--- src/rtl/tqvp_fir_seq_pkg.sv ---
// Shared constants and types for the tqvp_fir_seq FIR sequencer.
package tqvp_fir_seq_pkg;

    localparam int unsigned NTAPS = 4;
    localparam int unsigned ACC_W = 18;

    // Register map
    localparam logic [3:0] ADDR_CTRL   = 4'h0;
    localparam logic [3:0] ADDR_DIV    = 4'h1;
    localparam logic [3:0] ADDR_COEF0  = 4'h2;
    localparam logic [3:0] ADDR_COEF1  = 4'h3;
    localparam logic [3:0] ADDR_COEF2  = 4'h4;
    localparam logic [3:0] ADDR_COEF3  = 4'h5;
    localparam logic [3:0] ADDR_SHIFT  = 4'h6;
    localparam logic [3:0] ADDR_RESULT = 4'h7;
    localparam logic [3:0] ADDR_STATUS = 4'h8;

    // CTRL bits
    localparam int unsigned CTRL_EN   = 0;
    localparam int unsigned CTRL_TRIG = 1;
    localparam int unsigned CTRL_CLR  = 2;

    // STATUS bits
    localparam int unsigned STAT_BUSY  = 0;
    localparam int unsigned STAT_VALID = 1;
    localparam int unsigned STAT_OVR   = 2;
    localparam int unsigned STAT_WERR  = 3;

    typedef enum logic [1:0] {
        StIdle,
        StMac,
        StDone
    } fir_state_e;

endpackage

--- src/rtl/tqvp_fir_seq_mac.sv ---
// Shared multiply-accumulate: unsigned 8-bit sample times signed 8-bit coefficient,
// accumulated into an 18-bit signed register.
module tqvp_fir_seq_mac
    import tqvp_fir_seq_pkg::*;
(
    input  logic                    clk,
    input  logic                    rst_n,
    input  logic                    clr,
    input  logic                    acc_en,
    input  logic [7:0]              sample,
    input  logic [7:0]              coef,
    output logic signed [ACC_W-1:0] acc
);

    logic signed [16:0]      sample_x;
    logic signed [16:0]      coef_x;
    logic signed [16:0]      prod;
    logic signed [ACC_W-1:0] acc_q;

    // Sample is zero-extended (unsigned), coefficient sign-extended.
    assign sample_x = {9'b0, sample};
    assign coef_x   = {{9{coef[7]}}, coef};
    assign prod     = sample_x * coef_x;
    assign acc      = acc_q;

    // Accumulator; clear wins so a new run always starts from zero.
    always_ff @(posedge clk or negedge rst_n) begin
        if (!rst_n) begin
            acc_q <= '0;
        end else if (clr) begin
            acc_q <= '0;
        end else if (acc_en) begin
            acc_q <= acc_q + {prod[16], prod};
        end
    end

endmodule

--- src/rtl/tqvp_fir_seq.sv ---
// tqvp_fir_seq: register-programmable 4-tap FIR sequencer for the TinyQV byte-peripheral slot.
// Optional: define TQVP_FIR_SEQ_SATURATE_EN to clamp RESULT to 0..255 instead of truncating.
module tqvp_fir_seq #(
    parameter int unsigned NTAPS     = 4,
    parameter logic [7:0]  RESET_DIV = 8'd63
) (
    input  logic       clk,
    input  logic       rst_n,
    input  logic [7:0] ui_in,
    output logic [7:0] uo_out,
    input  logic [3:0] address,
    input  logic       data_write,
    input  logic [7:0] data_in,
    output logic [7:0] data_out
);
    import tqvp_fir_seq_pkg::*;

    localparam int unsigned TapW = $clog2(NTAPS);

    fir_state_e              state_q, state_d;
    logic [TapW-1:0]         tap_q, tap_d;
    logic                    en_q, trig_q;
    logic [7:0]              div_q, cnt_q;
    logic [7:0]              coef_q [NTAPS];
    logic [7:0]              hist_q [NTAPS];
    logic [2:0]              shift_q;
    logic [7:0]              result_q, result_d;
    logic                    valid_q, ovr_q, werr_q;
    logic signed [ACC_W-1:0] acc;
    logic [TapW-1:0]         coef_idx;
    logic [7:0]              status;
    logic busy, wr_ctrl, wr_div, wr_cfg, wr_status, clr;
    logic div_tick, tick, tick_go, tick_ovr;
    logic mac_clr, mac_en, load_result;

    assign busy      = (state_q != StIdle);
    assign wr_ctrl   = data_write && (address == ADDR_CTRL);
    assign wr_div    = data_write && (address == ADDR_DIV);
    assign wr_status = data_write && (address == ADDR_STATUS);
    assign wr_cfg    = data_write && (address >= ADDR_COEF0) && (address <= ADDR_SHIFT);
    assign clr       = wr_ctrl && data_in[CTRL_CLR];
    assign coef_idx  = TapW'(address - ADDR_COEF0);

    // TRIG and divider tick in the same cycle merge into one tick; CLR suppresses both.
    assign div_tick = en_q && (cnt_q == div_q);
    assign tick     = div_tick || trig_q;
    assign tick_go  = tick && !busy && !clr;
    assign tick_ovr = tick && busy && !clr;

    // Control and configuration registers; coefficient/shift writes are dropped while busy.
    always_ff @(posedge clk or negedge rst_n) begin
        if (!rst_n) begin
            en_q    <= 1'b0;
            trig_q  <= 1'b0;
            div_q   <= RESET_DIV;
            shift_q <= '0;
            for (int unsigned i = 0; i < NTAPS; i++) coef_q[i] <= '0;
        end else begin
            trig_q <= wr_ctrl && data_in[CTRL_TRIG];
            if (wr_ctrl) en_q <= data_in[CTRL_EN];
            if (wr_div)  div_q <= data_in;
            if (wr_cfg && !busy) begin
                if (address == ADDR_SHIFT) shift_q <= data_in[2:0];
                else                       coef_q[coef_idx] <= data_in;
            end
        end
    end

    // Tick divider: restarts on a DIV write, after each tick, and while disabled.
    always_ff @(posedge clk or negedge rst_n) begin
        if (!rst_n) begin
            cnt_q <= '0;
        end else if (!en_q || wr_div || div_tick) begin
            cnt_q <= '0;
        end else begin
            cnt_q <= cnt_q + 8'd1;
        end
    end

    // FSM state and tap index.
    always_ff @(posedge clk or negedge rst_n) begin
        if (!rst_n) begin
            state_q <= StIdle;
            tap_q   <= '0;
        end else begin
            state_q <= state_d;
            tap_q   <= tap_d;
        end
    end

    // Next-state: one tap per MAC cycle, then a single publish cycle.
    always_comb begin
        state_d     = state_q;
        tap_d       = tap_q;
        mac_clr     = 1'b0;
        mac_en      = 1'b0;
        load_result = 1'b0;
        unique case (state_q)
            StIdle: begin
                if (tick_go) begin
                    state_d = StMac;
                    tap_d   = '0;
                    mac_clr = 1'b1;
                end
            end
            StMac: begin
                mac_en = 1'b1;
                tap_d  = tap_q + 1'b1;
                if (tap_q == TapW'(NTAPS - 1)) state_d = StDone;
            end
            StDone: begin
                load_result = 1'b1;
                state_d     = StIdle;
            end
            default: state_d = StIdle;
        endcase
        if (clr) begin
            state_d     = StIdle;
            tap_d       = '0;
            mac_clr     = 1'b1;
            mac_en      = 1'b0;
            load_result = 1'b0;
        end
    end

    // Sample history, newest in slot 0; an overrun tick does not shift it.
    always_ff @(posedge clk or negedge rst_n) begin
        if (!rst_n) begin
            for (int unsigned i = 0; i < NTAPS; i++) hist_q[i] <= '0;
        end else if (clr) begin
            for (int unsigned i = 0; i < NTAPS; i++) hist_q[i] <= '0;
        end else if (tick_go) begin
            hist_q[0] <= ui_in;
            for (int unsigned i = 1; i < NTAPS; i++) hist_q[i] <= hist_q[i-1];
        end
    end

    tqvp_fir_seq_mac u_mac (
        .clk    (clk),
        .rst_n  (rst_n),
        .clr    (mac_clr),
        .acc_en (mac_en),
        .sample (hist_q[tap_q]),
        .coef   (coef_q[tap_q]),
        .acc    (acc)
    );

`ifdef TQVP_FIR_SEQ_SATURATE_EN
    logic signed [ACC_W-1:0] acc_sh;
    assign acc_sh = acc >>> shift_q;

    // Clamp the shifted accumulator into the unsigned byte range.
    always_comb begin
        if (acc_sh[ACC_W-1])          result_d = 8'h00;
        else if (|acc_sh[ACC_W-2:8])  result_d = 8'hFF;
        else                          result_d = acc_sh[7:0];
    end
`else
    assign result_d = 8'(acc >>> shift_q);
`endif

    // RESULT register; kept across CLR.
    always_ff @(posedge clk or negedge rst_n) begin
        if (!rst_n) begin
            result_q <= '0;
        end else if (load_result) begin
            result_q <= result_d;
        end
    end

    // Sticky flags: a STATUS write clears them, but a same-cycle set wins.
    always_ff @(posedge clk or negedge rst_n) begin
        if (!rst_n) begin
            valid_q <= 1'b0;
            ovr_q   <= 1'b0;
            werr_q  <= 1'b0;
        end else if (clr) begin
            valid_q <= 1'b0;
            ovr_q   <= 1'b0;
            werr_q  <= 1'b0;
        end else begin
            if (wr_status) begin
                valid_q <= 1'b0;
                ovr_q   <= 1'b0;
                werr_q  <= 1'b0;
            end
            if (load_result)     valid_q <= 1'b1;
            if (tick_ovr)        ovr_q   <= 1'b1;
            if (wr_cfg && busy)  werr_q  <= 1'b1;
        end
    end

    // STATUS assembly.
    always_comb begin
        status             = '0;
        status[STAT_BUSY]  = busy;
        status[STAT_VALID] = valid_q;
        status[STAT_OVR]   = ovr_q;
        status[STAT_WERR]  = werr_q;
    end

    // Combinational read mux.
    always_comb begin
        data_out = 8'h00;
        case (address)
            ADDR_CTRL:   data_out = {7'b0, en_q};
            ADDR_DIV:    data_out = div_q;
            ADDR_COEF0:  data_out = coef_q[0];
            ADDR_COEF1:  data_out = coef_q[1];
            ADDR_COEF2:  data_out = coef_q[2];
            ADDR_COEF3:  data_out = coef_q[3];
            ADDR_SHIFT:  data_out = {5'b0, shift_q};
            ADDR_RESULT: data_out = result_q;
            ADDR_STATUS: data_out = status;
            default:     data_out = 8'h00;
        endcase
    end

    assign uo_out = result_q;

endmodule

--- config.mk ---
export PLATFORM = sky130hd
export DESIGN_NAME = tqvp_fir_seq
export DESIGN_NICKNAME = d
export VERILOG_FILES = /design/src/rtl/tqvp_fir_seq_pkg.sv /design/src/rtl/tqvp_fir_seq_mac.sv /design/src/rtl/tqvp_fir_seq.sv
export SDC_FILE = /design/constraint.sdc
export NUM_CORES = 1
export LEC_CHECK = 0
export CAP_MARGIN = 20
export CELL_PAD_IN_SITES_DETAIL_PLACEMENT = 0
export CELL_PAD_IN_SITES_GLOBAL_PLACEMENT = 1
export CORE_AREA = 10 10 147 149
export CTS_BUF_LIST = sky130_fd_sc_hd__clkbuf_4
export CTS_CLUSTER_SIZE = 16
export DETAILED_ROUTE_END_ITERATION = 8
export DIE_AREA = 0 0 157 159
export PLACE_DENSITY_LB_ADDON = 0.1
export SYNTH_ARGS = -nofsm -noshare
export SYNTH_HDL_FRONTEND = slang
export SYNTH_SLANG_ARGS = --single-unit
--- constraint.sdc ---
create_clock -name clk -period 8.5 [get_ports clk]
set_clock_uncertainty 0.15 [all_clocks]
set_input_delay 1.275 -clock clk [delete_from_list [all_inputs] [get_ports clk]]
set_output_delay 1.275 -clock clk [all_outputs]
set_load 0.1 [all_outputs]
After elaboration in Yosys (flattened, before gate mapping)
Cells that the tools add are included.
Cells by class
  add/sub/neg operators: 4
  multipliers: 1
  order comparisons: 5
  eq/ne operators: 14
  shift operators: 1
  muxes and demuxes: 36
  bitwise logic cells: 3
  reductions and logical operators: 34
Operator list (number)
  $pmux 8 s9: 1
  $mux 32: 2
  $mux 8: 6
  $mux 18: 2
  $bmux 8 s2: 2
  $bwmux 32: 1
  $add 18x18->18: 1
  $sshr 18x3->8: 1
  $mul 9x8->17: 1
  $demux 8 s2: 1
  $eq 4x3->1 const B: 4
  $logic_and 1x1->1: 15
  $mux 1: 14
  $reduce_bool 3->1: 4
  $mux 2: 5
  $add 8x1->8 const B: 1
  $eq 4x2->1 const B: 2
  $eq 8x8->1: 1
  $pmux 2 s2: 2
  $reduce_and 2->1: 4
  $ge 3x3->1 const B: 2
  $ne 3x3->1 const B: 2
  $not 2->3: 2
  $reduce_bool 2->1: 3
  14 further kinds: 19
Storage, ports and cells
  bits in registers: 118
  bits of input ports: 23
  output and inout bits: 16
  logic and storage cells: 118

Logic depth before layout (Yosys ltp)
Gate-level depths: netlist (run 1).
  depth after elaboration: 9
  depth in mapped cells: 26
  gate-level depth less buffers: 24

By module
From an unflattened synthesis (run 1), not the netlist that was laid out.
Unflattened totals
  cell total of the unflattened synthesis: 887
  area, all modules: 9166.3 µm²
Modules (own cells, without submodules)
  tqvp_fir_seq: times used 1, cells each 446, area each 5411.4 µm², seq. area each 2509.9 µm²
  tqvp_fir_seq_mac: times used 1, cells each 441, area each 3754.9 µm², seq. area each 450.4 µm²

Worst setup path before layout (run 1)
Ideal clock, no wire load.
  path kind: register to register
  start point: register tap_q[0]
  end point: register u_mac.acc_q[14], in the netlist u_mac.acc[14]
  setup time: 121 ps
  arrival time: 5666 ps
  data required time: 8229 ps
  path slack: 2563 ps
  cell stages (with the launch flop): 23
  buffers on the path: 1
  period minus slack after synthesis: 5937 ps
  cell sequence: dfrtp_1 -> buf_6 -> mux4_1 -> or2_2 -> fa_1 -> fa_1 -> inv_1 -> fa_1 -> inv_1 -> fa_1 -> inv_1 -> ha_1 -> a21oi_1 -> o21ai_0 -> a31o_2 -> a21oi_1 -> xnor2_1 -> ha_1 -> a21oi_1 -> nand2_1 -> a31oi_1 -> xnor2_1 -> a22o_1
On the way
  cells in the longest elaborated chain, start to end: 8
  elaborated cells between the ends (all ways): 11
  those cells by class: 1 x add/sub; 1 x mul; 8 x mux; 1 x bitwise
Ends and longest elaborated chain
  from (decl): RTL line tqvp_fir_seq.sv:21  | logic [TapW-1:0] tap_q, tap_d;
  from (signal assigned): RTL line tqvp_fir_seq.sv:87  | tap_q <= tap_d;
  $not 2->3 (not written as such) *: RTL line tqvp_fir_seq.sv:143, tqvp_fir_seq.sv:144
  $bmux 8 s2 (on tied branches): RTL line tqvp_fir_seq.sv:143, tqvp_fir_seq.sv:144
  $mux 8 (on tied branches) (2 in a row): RTL line tqvp_fir_seq.sv:143, tqvp_fir_seq.sv:144
  $mul 9x8->17 *: RTL line tqvp_fir_seq_mac.sv:23  | assign prod = sample_x * coef_x;
  $add 18x18->18 *: RTL line tqvp_fir_seq_mac.sv:33  | acc_q <= acc_q + {prod[16], prod};
  $mux 18 *: RTL line tqvp_fir_seq_mac.sv:32  | end else if (acc_en) begin
  $mux 18 *: RTL line tqvp_fir_seq_mac.sv:30  | end else if (clr) begin
  to (signal assigned): RTL line tqvp_fir_seq_mac.sv:33
  to (decl): RTL line tqvp_fir_seq_mac.sv:18  | logic signed [ACC_W-1:0] acc_q;
Mark *: on every way between the ends. The rest lies on a longest branch, timed or not. The select of a mux whose other input is x is not followed.
A chain may end at the register's enable or synchronous reset.

Worst setup path in the final report (run 1)
Ends and elaborated chain as after synthesis.

==> impl_metrics.csv, run 1 <==
group,metric,value,unit
yosys,ys_async_sr_fraction,100.0,%
yosys,netlist_instances,754,
route,drt-initial-drc-count,289,
sta,fin_ws,1.742,ns
sta,tightest_slew,1.020,ns
yosys,ys_seq_elements,115,
clock_network,htreeDepth,4,
min_path,hold_depth,2,
layout,n_fill_cell,1726,
yosys,synth_area_leaders,"dfrtp_1, fa_1, ha_1, mux2_2, mux4_2",
flow_run,drv_cap,0,
critical_path,cp_slowest_cell,"dfrtp_1",
yosys,synthFlopType,"dfrtp_1",
placement,dp_hpwl,15220,µm
route,drcViolationCount,0,
floorplan,num_rows,50,
clock_network,clk_latency,0.54,ns
grt,antenna_found_initial,1,
floorplan,initial_utilization,44.78,%
layout,area_growth,11.35,%
yosys,avgSynthCellArea,11.04,µm²
route,ant_nets,0,
clock_network,cts_setup_buffers,0,
clock_network,cts_buffer_depth,2,
clock_network,numCtsBuffers,17,
yosys,synth_warnings,0,
route,dr_total_vias,5851,
critical_path,critPathMaxStageDelay,0.83,ns
yosys,synth_top_area_share,32.78,%
sta,grt_setup_unrepaired,"false",
yosys,ys_seq_area_share,34.68,%
placement,numPortBuffers,38,
sta,worst_hold_slack,0.3524,ns
placement,gp_congestion,0.8312,
grt,grt_pass1_vias,6214,
critical_path,crit_top_cell,"fa_1",
clock_network,cts_num_sinks,115,
grt,overflow,0,
yosys,yosys.area.top_type,"dfrtp_1",
layout,final_util,49.87,%
critical_path,cp_max_fo,13,
sta,finalHoldViolations,0,
clock_network,cts_tree,"done",
sta,min_period,6.758,ns
critical_path,r2r_cells,21,
critical_path,required,8.77,ns
critical_path,arrival,7.03,ns
clock_network,cts.repair.resized,0,
grt,grt_max_degree,61,
critical_path,r2r_slack,1.74,ns
placement,dp_slack,1.712,ns
critical_path,crit_path_cell_trace,"mux4_1 > or2_2 > fa_1 > fa_1 > inv_1 > fa_1 > inv_1 > fa_1 > inv_1 > ha_1 > a21oi_1 > o21ai_0 > a31o_2 > a21oi_1 > xnor2_1 > ha_1 > a21oi_1 > nand2_1 > a31oi_1 > xnor2_1 > a22o_1",
sta,fmax,148.0,MHz
route,firstDrtPassIters,6,
yosys,syn_nets,867,
critical_path,critPathKind,"reg -> reg",
grt,track_usage,16.47,%
floorplan,die_w,157,µm
route,wire_per_inst,19.27,µm
yosys,synth_edf_count,0,
critical_path,worstReg2RegStart,"tap_q[0]$_DFFE_PN0P_",
grt,grt_pass1_wl,33080,µm
yosys,netlist_area,8320,µm²
floorplan,num_io_pins,39,
clock_network,hold_buffers,0,
clock_network,clk_pin_slew_worst_paths,0.12,ns
clock_network,cts_root_buf,"clkbuf_4",
sta,post-route-period-util,79.50,%
sta,finalMaxSlewViolations,0,
critical_path,r2r-end,"u_mac.acc[14]$_DFFE_PN0P_",
run_status,status,"finished clean",
layout,nNetsFinal,902,
sta,fin_tns_setup,0,ns
sta,finalSetupViolCount,0,
min_path,min_from,"ovr_q$_DFFE_PN0P_",
route,wirelength,19980,µm
layout,layout-drive-gt1-share,16.08,%
floorplan,fp.coreArea,18580,µm²
yosys,synthDistinctLibCells,55,
floorplan,die_y,159,µm
critical_path,crit_path_end_kind,"register",
sta,slew_headroom,31.72,%
min_path,hp-class,"reg -> reg",
min_path,hold_path_end,"ovr_q$_DFFE_PN0P_",
route,via_per_inst,5.642,
critical_path,worstSetupStartpointType,"register",
floorplan,fp.dieArea,24960,µm²
cells in the mapped netlist (19+ instances only):
cell type	instances
inv_1	67
ha_1	52
mux2i_1	19
fa_1	38
mux4_2	20
and2_1	46
a22o_1	38
dfrtp_1	109
a21oi_1	32
o21ai_0	25
nor2_1	38
nand2_1	40
mux2_2	51
xor2_1	21
state kept, by name, indices dropped and copies added (netlist names), 2 cells and up:
signal / cells
uo_out: 8
tap_q: 2
div_q: 8
state_q: 2
u_mac.acc: 15
shift_q: 3
cnt_q: 8
hist_q: 32
coef_q: 32
critical path: cells and delay by family, from the launching register on:
kind / cells / cell delay [ns]
compound gates: 7 / 1.32
xor+xnor: 2 / 0.24
fa+ha+maj: 6 / 2.76
buf+inv: 3 / 0.15
flops: 1 / 0.83
mux: 1 / 0.76
simple gates: 2 / 0.42
cells in the final DEF, fill, tap and decap left out, drive strengths merged, types with 7 or more instances in the layout:
cell type      count
buf                8
a21oi             33
mux2              51
nand3             11
a21o               9
nand2             40
a22o              38
a211oi             8
o21ai             25
fa                38
and2              46
nor2              40
ha                52
clkdlybuf4s50     37
nand2b             7
mux4              26
clkbuf            18
dfrtp            109
mux2i             19
inv               71
xor2              21
xnor2             17
cell families after synthesis:
family,count (synthesis),share of synthesized area (%)
xor gates and xnor gates,38,4.000
buffers and inverters,96,4.677
adders and majority gates,90,16.96
AOI/OAI and AO/OA,146,12.24
muxes,96,16.50
DFF,115,34.68
and+or+nand+nor,173,10.95
layer usage:
layer	global-route usage (%)	routed length (µm)
met5	0	0
met4	5.322	397
met3	3.319	579
met2	26.00	9633
met1	22.08	9373
area by class of cell:
cell class	count	area (µm²)	share of cell area, %
Sequential cell	115	2885	31.14
Inverter	67	251.5	2.714
Clock inverter	14	203.9	2.201
Tap cell	234	292.8	3.160
Antenna cell	1	2.502	0.02701
Clock buffer	18	135.1	1.458
Timing Repair Buffer	45	445.4	4.808
Multi-Input combinational cell	543	5049	54.49
worst max path at each step:
stage | endpoint | cells past startpoint | startpoint
floorplan | u_mac.acc[14]$_DFFE_PN0P_ | 22 | tap_q[0]$_DFFE_PN0P_
global placement | u_mac.acc[14]$_DFFE_PN0P_ | 21 | tap_q[0]$_DFFE_PN0P_
detailed placement | u_mac.acc[14]$_DFFE_PN0P_ | 21 | tap_q[0]$_DFFE_PN0P_
CTS | u_mac.acc[14]$_DFFE_PN0P_ | 21 | tap_q[0]$_DFFE_PN0P_
global route | u_mac.acc[14]$_DFFE_PN0P_ | 22 | tap_q[0]$_DFFE_PN0P_
finish | u_mac.acc[14]$_DFFE_PN0P_ | 21 | tap_q[0]$_DFFE_PN0P_
stage by stage:
step	cell area, µm²	cells
CTS	9233	1034
floorplan	8320	754
finish	9265	1037
global placement	8894	1002
global route	9265	1037
detailed placement	8894	1002
Power of run 1 is not shown: default switching activity piles up to over one toggle a cycle in this logic, so the estimate is an artifact.
==> run 2: changes to the inputs <==
==> constraint.sdc (replaced) <==
create_clock -name clk -period 6.1 [get_ports clk]
set_clock_uncertainty 0.15 [all_clocks]
set_input_delay 0.915 -clock clk [delete_from_list [all_inputs] [get_ports clk]]
set_output_delay 0.915 -clock clk [all_outputs]
set_load 0.1 [all_outputs]
==> impl_metrics.csv, run 2 (synthesis gave the netlist of run 1 again) <==
group,metric,value,unit
run_status,status,"finished clean",
layout,layout-drive-gt1-share,26.13,%
sta,fmax,169.2,MHz
critical_path,arrival,6.20,ns
clock_network,clk_pin_slew_worst_paths,0.13,ns
clock_network,cts_buffer_depth,2,
critical_path,critPathKind,"reg -> reg",
critical_path,cp_slowest_cell,"mux4_2",
sta,tightest_slew,1.008,ns
sta,finalHoldViolations,0,
min_path,hp-class,"in -> async",
floorplan,fp.dieArea,24960,µm²
grt,grt_max_degree,65,
sta,min_period,5.909,ns
placement,gp_congestion,0.8156,
floorplan,num_io_pins,39,
route,drcViolationCount,0,
sta,fin_ws,0.1908,ns
sta,finalMaxSlewViolations,0,
route,firstDrtPassIters,4,
route,wirelength,20720,µm
floorplan,num_rows,50,
grt,grt_pass1_vias,6313,
layout,postLayoutCellArea,9651,µm²
route,via_per_inst,5.591,
sta,slew_headroom,32.48,%
sta,worst_hold_slack,0.1932,ns
floorplan,die_y,159,µm
clock_network,numCtsBuffers,17,
critical_path,required,6.39,ns
placement,placed_area,9079,µm²
placement,numPortBuffers,38,
route,drt-initial-drc-count,262,
grt,grt_pass1_wl,33780,µm
sta,finalSetupViolCount,0,
sta,grt_setup_unrepaired,"true",
layout,final_cell_mix,"dfrtp_1, inv_1, mux2_2",
grt,track_usage,17.05,%
layout,n_fill_cell,1672,
placement,dp_hpwl,15440,µm
layout,nNetsFinal,942,
route,ant_nets,0,
route,dr_total_vias,6021,
floorplan,fp.coreArea,18580,µm²
clock_network,cts_tree,"done",
grt,overflow,0,
clock_network,cts_root_buf,"clkbuf_4",
placement,dp_slack,-0.1332,ns
clock_network,htreeDepth,4,
critical_path,worstSetupStartpointType,"register",
critical_path,critPathMaxStageDelay,0.62,ns
route,wire_per_inst,19.24,µm
floorplan,initial_utilization,44.78,%
sta,fin_tns_setup,0,ns
floorplan,die_w,157,µm
layout,final_common_cell,"dfrtp_1",
critical_path,cp_max_fo,8,
critical_path,crit_path_end_kind,"register",
clock_network,hold_buffers,0,
grt,antenna_found_initial,1,
critical_path,r2r_slack,0.19,ns
clock_network,cts_num_sinks,115,
clock_network,clk_latency,0.57,ns
flow_run,drv_cap,0,
critical_path,crit_top_cell,"fa_1",
sta,post-route-period-util,96.87,%
layout,area_growth,15.99,%
[run 2: layer usage]
| metal | share of wire [%] | track usage, % | vias to the layer above |
|---|---|---|---|
| met5 | 0 | 0 | - |
| met4 | 2.1 | 6.094 | 0 |
| met3 | 2.9 | 2.995 | 33 |
| met2 | 48 | 26.91 | 84 |
| met1 | 47 | 22.92 | 3074 |
| li1 | - | - | 2830 |
[run 2: per-stage QoR]
stage / util (%) / cells
2_1_floorplan: - / 754
3_3_place_gp: 48.71 / 1024
3_5_place_dp: 48.86 / 1025
4_1_cts: 50.65 / 1064
5_1_grt: 51.94 / 1077
6_report: 51.94 / 1077
[run 2: final timing paths]
kind	startpoint	to	cells past startpoint
worst min register to register	valid_q$_DFFE_PN0P_	valid_q$_DFFE_PN0P_	1
worst min-delay path	rst_n	cnt_q[4]$_DFF_PN0_	1
max in group asynchronous	rst_n	tap_q[0]$_DFFE_PN0P_	2
worst max-delay path	tap_q[0]$_DFFE_PN0P_	u_mac.acc[13]$_DFFE_PN0P_	25
min in group clk	valid_q$_DFFE_PN0P_	valid_q$_DFFE_PN0P_	1
worst max register to register	tap_q[0]$_DFFE_PN0P_	u_mac.acc[13]$_DFFE_PN0P_	25
[run 2: cell type report]
cell class / instances / area, µm² / share of cell area, %
well taps: 234 / 292.8 / 3.034
diodes: 1 / 2.502 / 0.02593
inverters: 67 / 251.5 / 2.606
multi-input cells: 543 / 5194 / 53.82
clock buffers: 17 / 127.6 / 1.322
flip-flops and latches: 115 / 2887 / 29.91
repair buffers: 85 / 773.2 / 8.012
clock inverters: 15 / 122.6 / 1.271
[run 2: worst max-delay path, delay by kind of cell, from the launching register on]
kind	cells	cell delay, ns
adders and majority gates	6	2.38
AOI/OAI and AO/OA	7	1.07
muxes	1	0.62
buffers and inverters	6	0.55
DFF	1	0.43
xor gates and xnor gates	2	0.33
and+or+nand+nor	3	0.25
[run 2: repair_timing]
| item | CTS | global route |
|---|---|---|
| setup endpoints to repair | 3 | 6 |
| setup buffers | 7 | 12 |
| gates resized for setup | 14 | 47 |
| pin swaps | 8 | 46 |
Power of run 2 is left out for the same reason.
